`src/rtl/icache.sv`:
```
// Direct-mapped instruction cache with combinational hit path.
// A miss stalls the fetch stage while the whole line is refilled word by
// word from memory (one outstanding request); lookup resumes afterwards
// on whatever address ifetch is presenting at that time.
//
// Memory handshake: while mem_req_o is high, mem_adr_o is held stable; a
// cycle with mem_ack_i high completes that request and mem_rdata_i is
// captured at the same rising edge. mem_ack_i is ignored outside REFILL.
//
// The line geometry assumes LINE_WORDS >= 2 and NB_LINES >= 2.
module icache #(
    parameter int XLEN       = 32,
    parameter int NB_LINES   = 16,
    parameter int LINE_WORDS = 4
) (
    input  logic            clk,
    input  logic            reset_n,
    input  logic [XLEN-1:0] icache_adr_i,
    output logic [31:0]     icache_instr_o,
    output logic            icache_stall_o,
    input  logic            inv_i,
    output logic            mem_req_o,
    output logic [XLEN-1:0] mem_adr_o,
    input  logic            mem_ack_i,
    input  logic [31:0]     mem_rdata_i,
    output logic            o_dbg_state
);

    localparam int WB = $clog2(LINE_WORDS);
    localparam int LB = $clog2(NB_LINES);
    localparam int TB = XLEN - 2 - WB - LB;
    localparam logic [31:0] NOP = 32'h0000_0013;
    localparam logic [WB-1:0] LAST_WORD = WB'(LINE_WORDS - 1);

    typedef enum logic {
        S_IDLE   = 1'b0,
        S_REFILL = 1'b1
    } state_t;

    state_t r_state;
    state_t w_state_nxt;

    // Address split of the current fetch address.
    logic [TB-1:0] w_tag;
    logic [LB-1:0] w_idx;
    logic [WB-1:0] w_word;
    logic [1:0]    w_unused_byte_ofs;

    assign w_word            = icache_adr_i[2+WB-1:2];
    assign w_idx             = icache_adr_i[2+WB+LB-1:2+WB];
    assign w_tag             = icache_adr_i[XLEN-1:2+WB+LB];
    assign w_unused_byte_ofs = icache_adr_i[1:0];

    // Storage: valid bits are reset, tag/data arrays are not.
    logic [NB_LINES-1:0] r_valid;
    logic [TB-1:0]       r_tag_arr  [NB_LINES];
    logic [31:0]         r_data_arr [NB_LINES*LINE_WORDS];

    // Refill context latched at the miss.
    logic [TB-1:0] r_ref_tag;
    logic [LB-1:0] r_ref_idx;
    logic [WB-1:0] r_cnt;
    logic          r_inv_pend;

    logic w_hit;
    logic w_start;
    logic w_ack;
    logic w_last;

    assign w_hit   = reset_n && (r_state == S_IDLE) && r_valid[w_idx]
                     && (r_tag_arr[w_idx] == w_tag);
    // inv_i on a miss suppresses the refill for that cycle.
    assign w_start = (r_state == S_IDLE) && !w_hit && !inv_i;
    assign w_ack   = (r_state == S_REFILL) && mem_ack_i;
    assign w_last  = w_ack && (r_cnt == LAST_WORD);

    // Fetch-side outputs: zero-latency hit, NOP + stall otherwise, quiet in reset.
    assign icache_instr_o = w_hit ? r_data_arr[{w_idx, w_word}] : NOP;
    assign icache_stall_o = reset_n && !w_hit;
    assign o_dbg_state    = r_state;

    // Next-state and memory request generation.
    always_comb begin
        w_state_nxt = r_state;
        mem_req_o   = 1'b0;
        mem_adr_o   = '0;
        case (r_state)
            S_IDLE: begin
                if (w_start) w_state_nxt = S_REFILL;
            end
            S_REFILL: begin
                mem_req_o = 1'b1;
                mem_adr_o = {r_ref_tag, r_ref_idx, r_cnt, 2'b00};
                if (w_last) w_state_nxt = S_IDLE;
            end
            default: w_state_nxt = S_IDLE;
        endcase
    end

    // FSM state register.
    always_ff @(posedge clk or negedge reset_n) begin
        if (!reset_n) r_state <= S_IDLE;
        else          r_state <= w_state_nxt;
    end

    // Refill context: latch line address at the miss, step the word counter on each ack.
    always_ff @(posedge clk or negedge reset_n) begin
        if (!reset_n) begin
            r_ref_tag <= '0;
            r_ref_idx <= '0;
            r_cnt     <= '0;
        end else if (w_start) begin
            r_ref_tag <= w_tag;
            r_ref_idx <= w_idx;
            r_cnt     <= '0;
        end else if (w_ack) begin
            r_cnt <= r_cnt + 1'b1;
        end
    end

    // Remember an invalidate seen during a refill so the refilled line stays invalid.
    always_ff @(posedge clk or negedge reset_n) begin
        if (!reset_n)                              r_inv_pend <= 1'b0;
        else if (w_start || w_last)                r_inv_pend <= 1'b0;
        else if ((r_state == S_REFILL) && inv_i)   r_inv_pend <= 1'b1;
    end

    // Valid bits: global clear on invalidate, line cleared while being overwritten, set on completion.
    always_ff @(posedge clk or negedge reset_n) begin
        if (!reset_n) begin
            r_valid <= '0;
        end else if (inv_i) begin
            r_valid <= '0;
        end else if (w_start) begin
            r_valid[w_idx] <= 1'b0;
        end else if (w_last && !r_inv_pend) begin
            r_valid[r_ref_idx] <= 1'b1;
        end
    end

    // Tag and data arrays are written by the refill only.
    always_ff @(posedge clk) begin
        if (w_ack)  r_data_arr[{r_ref_idx, r_cnt}] <= mem_rdata_i;
        if (w_last) r_tag_arr[r_ref_idx]           <= r_ref_tag;
    end

endmodule

```
`config.mk`:
```
export PLATFORM = sky130hd
export DESIGN_NAME = icache
export DESIGN_NICKNAME = d
export VERILOG_FILES = /design/src/rtl/icache.sv
export SDC_FILE = /design/constraint.sdc
export NUM_CORES = 2
export LEC_CHECK = 0
export ABC_AREA = 0
export CAP_MARGIN = 10
export CORE_ASPECT_RATIO = 0.7
export CORE_MARGIN = 2
export CORE_UTILIZATION = 39
export DETAILED_ROUTE_END_ITERATION = 8
export SYNTH_ARGS = -nofsm -noshare
export SYNTH_HDL_FRONTEND = slang
export SYNTH_SLANG_ARGS = --single-unit
export TNS_END_PERCENT = 10
```
`constraint.sdc`:
```
create_clock -name clk -period 6.2 [get_ports clk]
set_input_delay 1.24 -clock clk [delete_from_list [all_inputs] [get_ports clk]]
set_output_delay 1.24 -clock clk [all_outputs]
set_load 0.05 [all_outputs]
```
Word-level counts from Yosys, hierarchy flattened
Memories as Yosys holds them, arrays and structs flattened.
Index checks and enable logic that the tools add are counted.
Widths: inputs -> output; s select.
- memories kept: 2
- memory bits (read-only): 0
- flip-flop bits (word level): 48
- logic and storage cells: 61
- input port bits: 68
- bits in writable memories: 2432
- latch bits: 0
- output and inout bits: 67
- multiply operators: 0
- order comparisons: 4
- div/mod/pow operators: 0
- equal/unequal tests: 2
- reduce and logical (&&, ||, !) cells: 19
- bitwise logic cells: 4
- add/sub/neg operators: 1
- shift operators: 0
- multiplexer cells: 23
- memories (name ; depth ; bits a word ; read ports ; clocked after Yosys merged registers in ; write ports ; line ; text):
    r_data_arr ; 64 ; 32 ; 1 ; 0 ; 1 ; 57 ; logic [31:0] r_data_arr [NB_LINES*LINE_WORDS];
    r_tag_arr ; 16 ; 24 ; 1 ; 0 ; 1 ; 56 ; logic [TB-1:0] r_tag_arr [NB_LINES];
- operators by type and width (cell ; count):
    $mux 32 ; 2
    $mux 16 ; 3
    $eq 24x24->1 ; 1
    $and 16x16->16 ; 1
    $not 16->16 ; 1
    $or 16x16->16 ; 1
    $logic_and 1x1->1 ; 12
    $mux 1 ; 12
    $lt 4x5->1 const B ; 2
    $demux 1 s4 ; 2
    $ge 4x1->1 const B ; 2
    $bmux 1 s4 ; 1
    $mux 2 ; 2
    $reduce_bool 2->1 ; 2
    $logic_not 1->1 ; 3
    $reduce_bool 3->1 ; 1
    $add 2x1->2 const B ; 1
    $eq 2x2->1 const B ; 1
    $pmux 1 s2 ; 1
    $logic_or 1x1->1 ; 1
    $not 1->1 ; 1

Longest topological paths before layout
- depth after elaboration: 9
- gate-level depth with buffers: 15
- gate-level depth less buffers: 8

Least setup slack after synthesis
No wires, ideal clock.
- path kind: input port to output port
- start point: input port icache_adr_i[4]
- end point: output port icache_instr_o[20]
- path slack: -179 ps
- path buffers: 5
- data required time: 4960 ps
- arrival time: 5139 ps
- stages: 12
- cell sequence: buf_6 > buf_12 > buf_8 > mux4_2 > a311oi_2 > nand4_1 > nor4b_2 > nand3_1 > or3_1 > clkbuf_1 > buf_2 > nor4_1
- longest elaborated chain between the ends: 5
- elaborated cells on any way between the ends: 8
- those cells by class: eq/ne (1); mux (3); reduce/logical (2); memory (2)
- RTL lines (element ; line ; text):
    start, declared ; 18 ; input logic [XLEN-1:0] icache_adr_i,
    parallel branches: the longest is 4 deep, another holds $mem_v2 16x24 ; - ;
    $mux 32 * ; 78 ; assign icache_instr_o = w_hit ? r_data_arr[{w_idx, w_word}] : NOP;
    end, declared ; 19 ; output logic [31:0] icache_instr_o,
Every way passes the cells marked *. The select of a mux whose other input is x is not followed.

Worst setup path after layout
- start point: input port icache_adr_i[5]
- end point: output port icache_instr_o[0]
The elaborated chain is that of the path after synthesis.

==> results.py <==
metrics = {
    "sta": {
        "slew_viol_final": 0,
        "finalCritPeriodShare": 0.980,
        "setup_violations": 0,
        "hold_viol_final": 0,
        "worst_pin_slew_ns": 1.23,
        "setup_slack_ns": 0.126,
        "rsz0062_at_grt": "false",
        "fin_worst_skew_ns": 0.0684,
        "fmax_mhz": 165,
        "hold_ws_ns": 0.586,
        "period_needed_ns": 6.07,
        "slew-limit-headroom": 0.183,
    },
    "critical_path": {
        "worst-path-buf-inv": 5,
        "critPathMaxFanout": 26,
        "cp_slowest_stage_delay_ns": 0.54,
        "worst_r2r_endpoint": "r_data_arr[51][17]",
        "cp_slowest_cell": "mux4_2",
        "end_kind": "output port",
        "required_ns": 4.96,
        "worstSetupStartpoint": "icache_adr_i[5]",
        "reg2regPathDepth": 6,
        "ff2ff_setup_slack_ns": 2.26,
        "start_kind": "input port",
        "crit_end": "icache_instr_o[0]",
        "reg2reg_from": "o_dbg_state",
        "path_cells": "buf_8 > mux4_2 > mux2i_1 > xor2_1 > o2111ai_1 > nor4_2 > buf_4 > o21ai_0 > or3_2 > buf_12 > buf_4 > or3_1 > buf_4",
        "crit_type": "in -> out",
        "cp_common_cell": "buf_4",
        "crit_family": "simple AND/OR/NAND/NOR gates",
        "crit_arrival_ns": 4.83,
        "cp_num_cells": 13,
    },
    "floorplan": {
        "die_y_um": 418,
        "rows": 151,
        "core_mm2": 0.243,
        "die-area_mm2": 0.249,
        "die_x_um": 595,
        "start_util": 0.393,
        "num_io_pins": 135,
    },
    "synthesis": {
        "synth.area.mux_share": 0.165,
        "netlist_instances": 4235,
        "yosysSeqAreaShare": 0.778,
        "synth-edff-count": 2432,
        "synthXorXnorAreaFrac": 0.00184,
        "ys_warn_count": 0,
        "ys_seq_elements": 2480,
        "ys_top_cells_by_area": "edfxtp_1 (77%), mux4_2 (15%), dfrtp_1 (1.3%)",
        "synth_top_area_share": 0.765,
        "synth_area_mm2": 0.0954,
        "synthAdderAreaFrac": 0.000131,
        "avgSynthCellArea_um2": 22.5,
        "synth_compound_area_frac": 0.0234,
        "synth_flop_cell": "edfxtp_1",
        "async_flop_share": 0.0194,
        "synth_commonest_cells": "edfxtp_1 (2432), mux4_2 (627), nor2_1 (152)",
        "synth_most_common_cell": "edfxtp_1",
        "synthSimpleGateAreaFrac": 0.0201,
        "synth_top_family_by_area": "multiplexers",
        "yosysTopAreaCell": "edfxtp_1",
        "ys_types": 73,
    },
    "job": {
        "drv_cap": 0,
    },
    "finish": {
        "fin_area_mm2": 0.111,
        "fillers": 20100,
        "stdcell_count": 8081,
        "drive_gt1_frac": 0.312,
        "num-nets-final": 4755,
        "area_delta_synth_final_pct": 16.0,
        "seq_area_mm2": 0.0742,
        "multi_input_area_mm2": 0.0207,
    },
    "pwr": {
        "power.density_mw_per_mm2": 335,
        "ir_drop_v": 0.000362,
        "p_leak_nw": 34.6,
        "power_w": 0.0371,
    },
    "global_route": {
        "grt_pass1_wl_um": 396000,
        "antenna_found_initial": 17,
        "grt.overflow.total": 0,
        "busiest_layer": "met1",
        "grt.total_usage": 0.231,
        "grt_pass1_vias": 47400,
        "met2_usage": 0.340,
        "use_met1": 0.347,
        "use_met3": 0.0568,
        "grt_max_degree": 65,
    },
    "run_status": {
        "status": "finished, final reports clean",
    },
    "clock_network": {
        "cts_inserted_buffers": 227,
        "h-tree-depth": 4,
        "cts_tree": "yes",
        "cts_root_buf": "clkbuf_16",
        "cts_max_path_buffers": 4,
        "clkTransAtPathRegs_ns": 0.06,
        "clk_latency_ns": 0.89,
        "ctsHoldBuffers": 0,
        "cts_sinks": 2480,
    },
    "routing": {
        "finalWirelength_um": 291000,
        "drcViolationCount": 0,
        "routed_via_density": 6.13,
        "first_pass_iters": 6,
        "drtIter0Drc": 8072,
        "via_count": 49600,
        "wl_per_cell_um": 36.0,
        "drtAntennaViolNets": 0,
    },
    "worst_hold_path": {
        "min_from": "r_valid[3]",
        "hold_class": "reg -> reg",
    },
    "place": {
        "port_buffers": 130,
        "dpl_cell_area_mm2": 0.104,
        "dp_hpwl_um": 167000,
        "place_ws_ns": -0.528,
        "gp_congestion": 0.835,
        "dp.cells": 7667,
    },
}
[routing by layer]
metal | part of all wire | wire length, µm
met1 | 0.41 | 120000
met2 | 0.44 | 129000
met3 | 0.12 | 35100
met4 | 0.024 | 6960
met5 | 0.00022 | 63
[state kept, by name, summed over array words and instances (netlist names)]
| signal | count |
|---|---|
| o_dbg_state | 1 |
| r_cnt | 2 |
| r_data_arr | 2048 |
| r_inv_pend | 1 |
| r_ref_idx | 4 |
| r_ref_tag | 24 |
| r_tag_arr | 384 |
| r_valid | 16 |
[cells in the final DEF, fill, tap and decap left out, types with 24 or more instances in the layout]
cell	synthesis	final
a211oi_1	24	24
a21oi_1	36	36
a22oi_1	28	28
and2_1	35	35
buf_12	2	88
buf_2	80	34
buf_4	6	263
clkbuf_1	108	49
clkbuf_16	0	231
clkdlybuf4s50_1	0	58
clkinv_1	0	43
clkinv_2	0	50
dfrtp_1	48	47
edfxtp_1	2432	2432
mux2_2	61	61
mux2i_1	91	90
mux4_2	627	627
nand2_1	56	56
nor2_1	152	73
nor2_4	0	78
o22ai_1	142	142
[stage by stage]
| step | util | TNS, ns |
|---|---|---|
| floorplan | - | -0.358 |
| global placement | 0.427 | -0.569 |
| detailed placement | 0.427 | -0.553 |
| CTS | 0.456 | 0 |
| global route | 0.457 | 0 |
| finish | 0.457 | 0 |
[cell families (layout without fill, tap and decap cells)]
kind of cell / Yosys count / after routing
fa+ha+maj: 1 / 1
mux: 779 / 779
simple gates: 389 / 389
xor+xnor: 20 / 20
compound gates: 319 / 319
flops: 2480 / 2480
other cells: 1 / 5
buf+inv: 246 / 875
[worst register-to-register path, delay by kind of cell (launching register included)]
kind                   cells  cell delay (ns)
and+or+nand+nor            4             2.17
DFF                        1             0.36
buffers and inverters      2             1.03
[cell type report]
class                   instances  area share
diodes                          3   0.0000678
flip-flops and latches       2480       0.670
well taps                    3213      0.0363
repair buffers                454      0.0424
multi-input cells            1510       0.187
clock buffers                 287      0.0545
inverters                      13    0.000441
clock inverters               121     0.00891
[power by group]
part | internal (W) | switching (W) | total (W)
Clock | 0.00749 | 0.00613 | 0.0136
Combinational | 0.00119 | 0.00240 | 0.00359
Sequential | 0.0193 | 0.000556 | 0.0199
Total | 0.0280 | 0.00908 | 0.0371
[worst min-delay path by stage]
stage	to	cells past startpoint
2_1_floorplan	r_valid[15]	2
3_3_place_gp	r_valid[0]	2
3_5_place_dp	r_valid[3]	2
4_1_cts	r_valid[3]	2
5_1_grt	r_valid[2]	2
6_report	r_valid[3]	2
[timing repair]
item                                    4_1_cts  5_1_grt
endpoints found under the setup margin        4       20
buffers inserted                              0        1
resized for setup                             5       14
pin swaps                                     0        1
cloned                                        0        2
(Power assumes the default switching activity.)
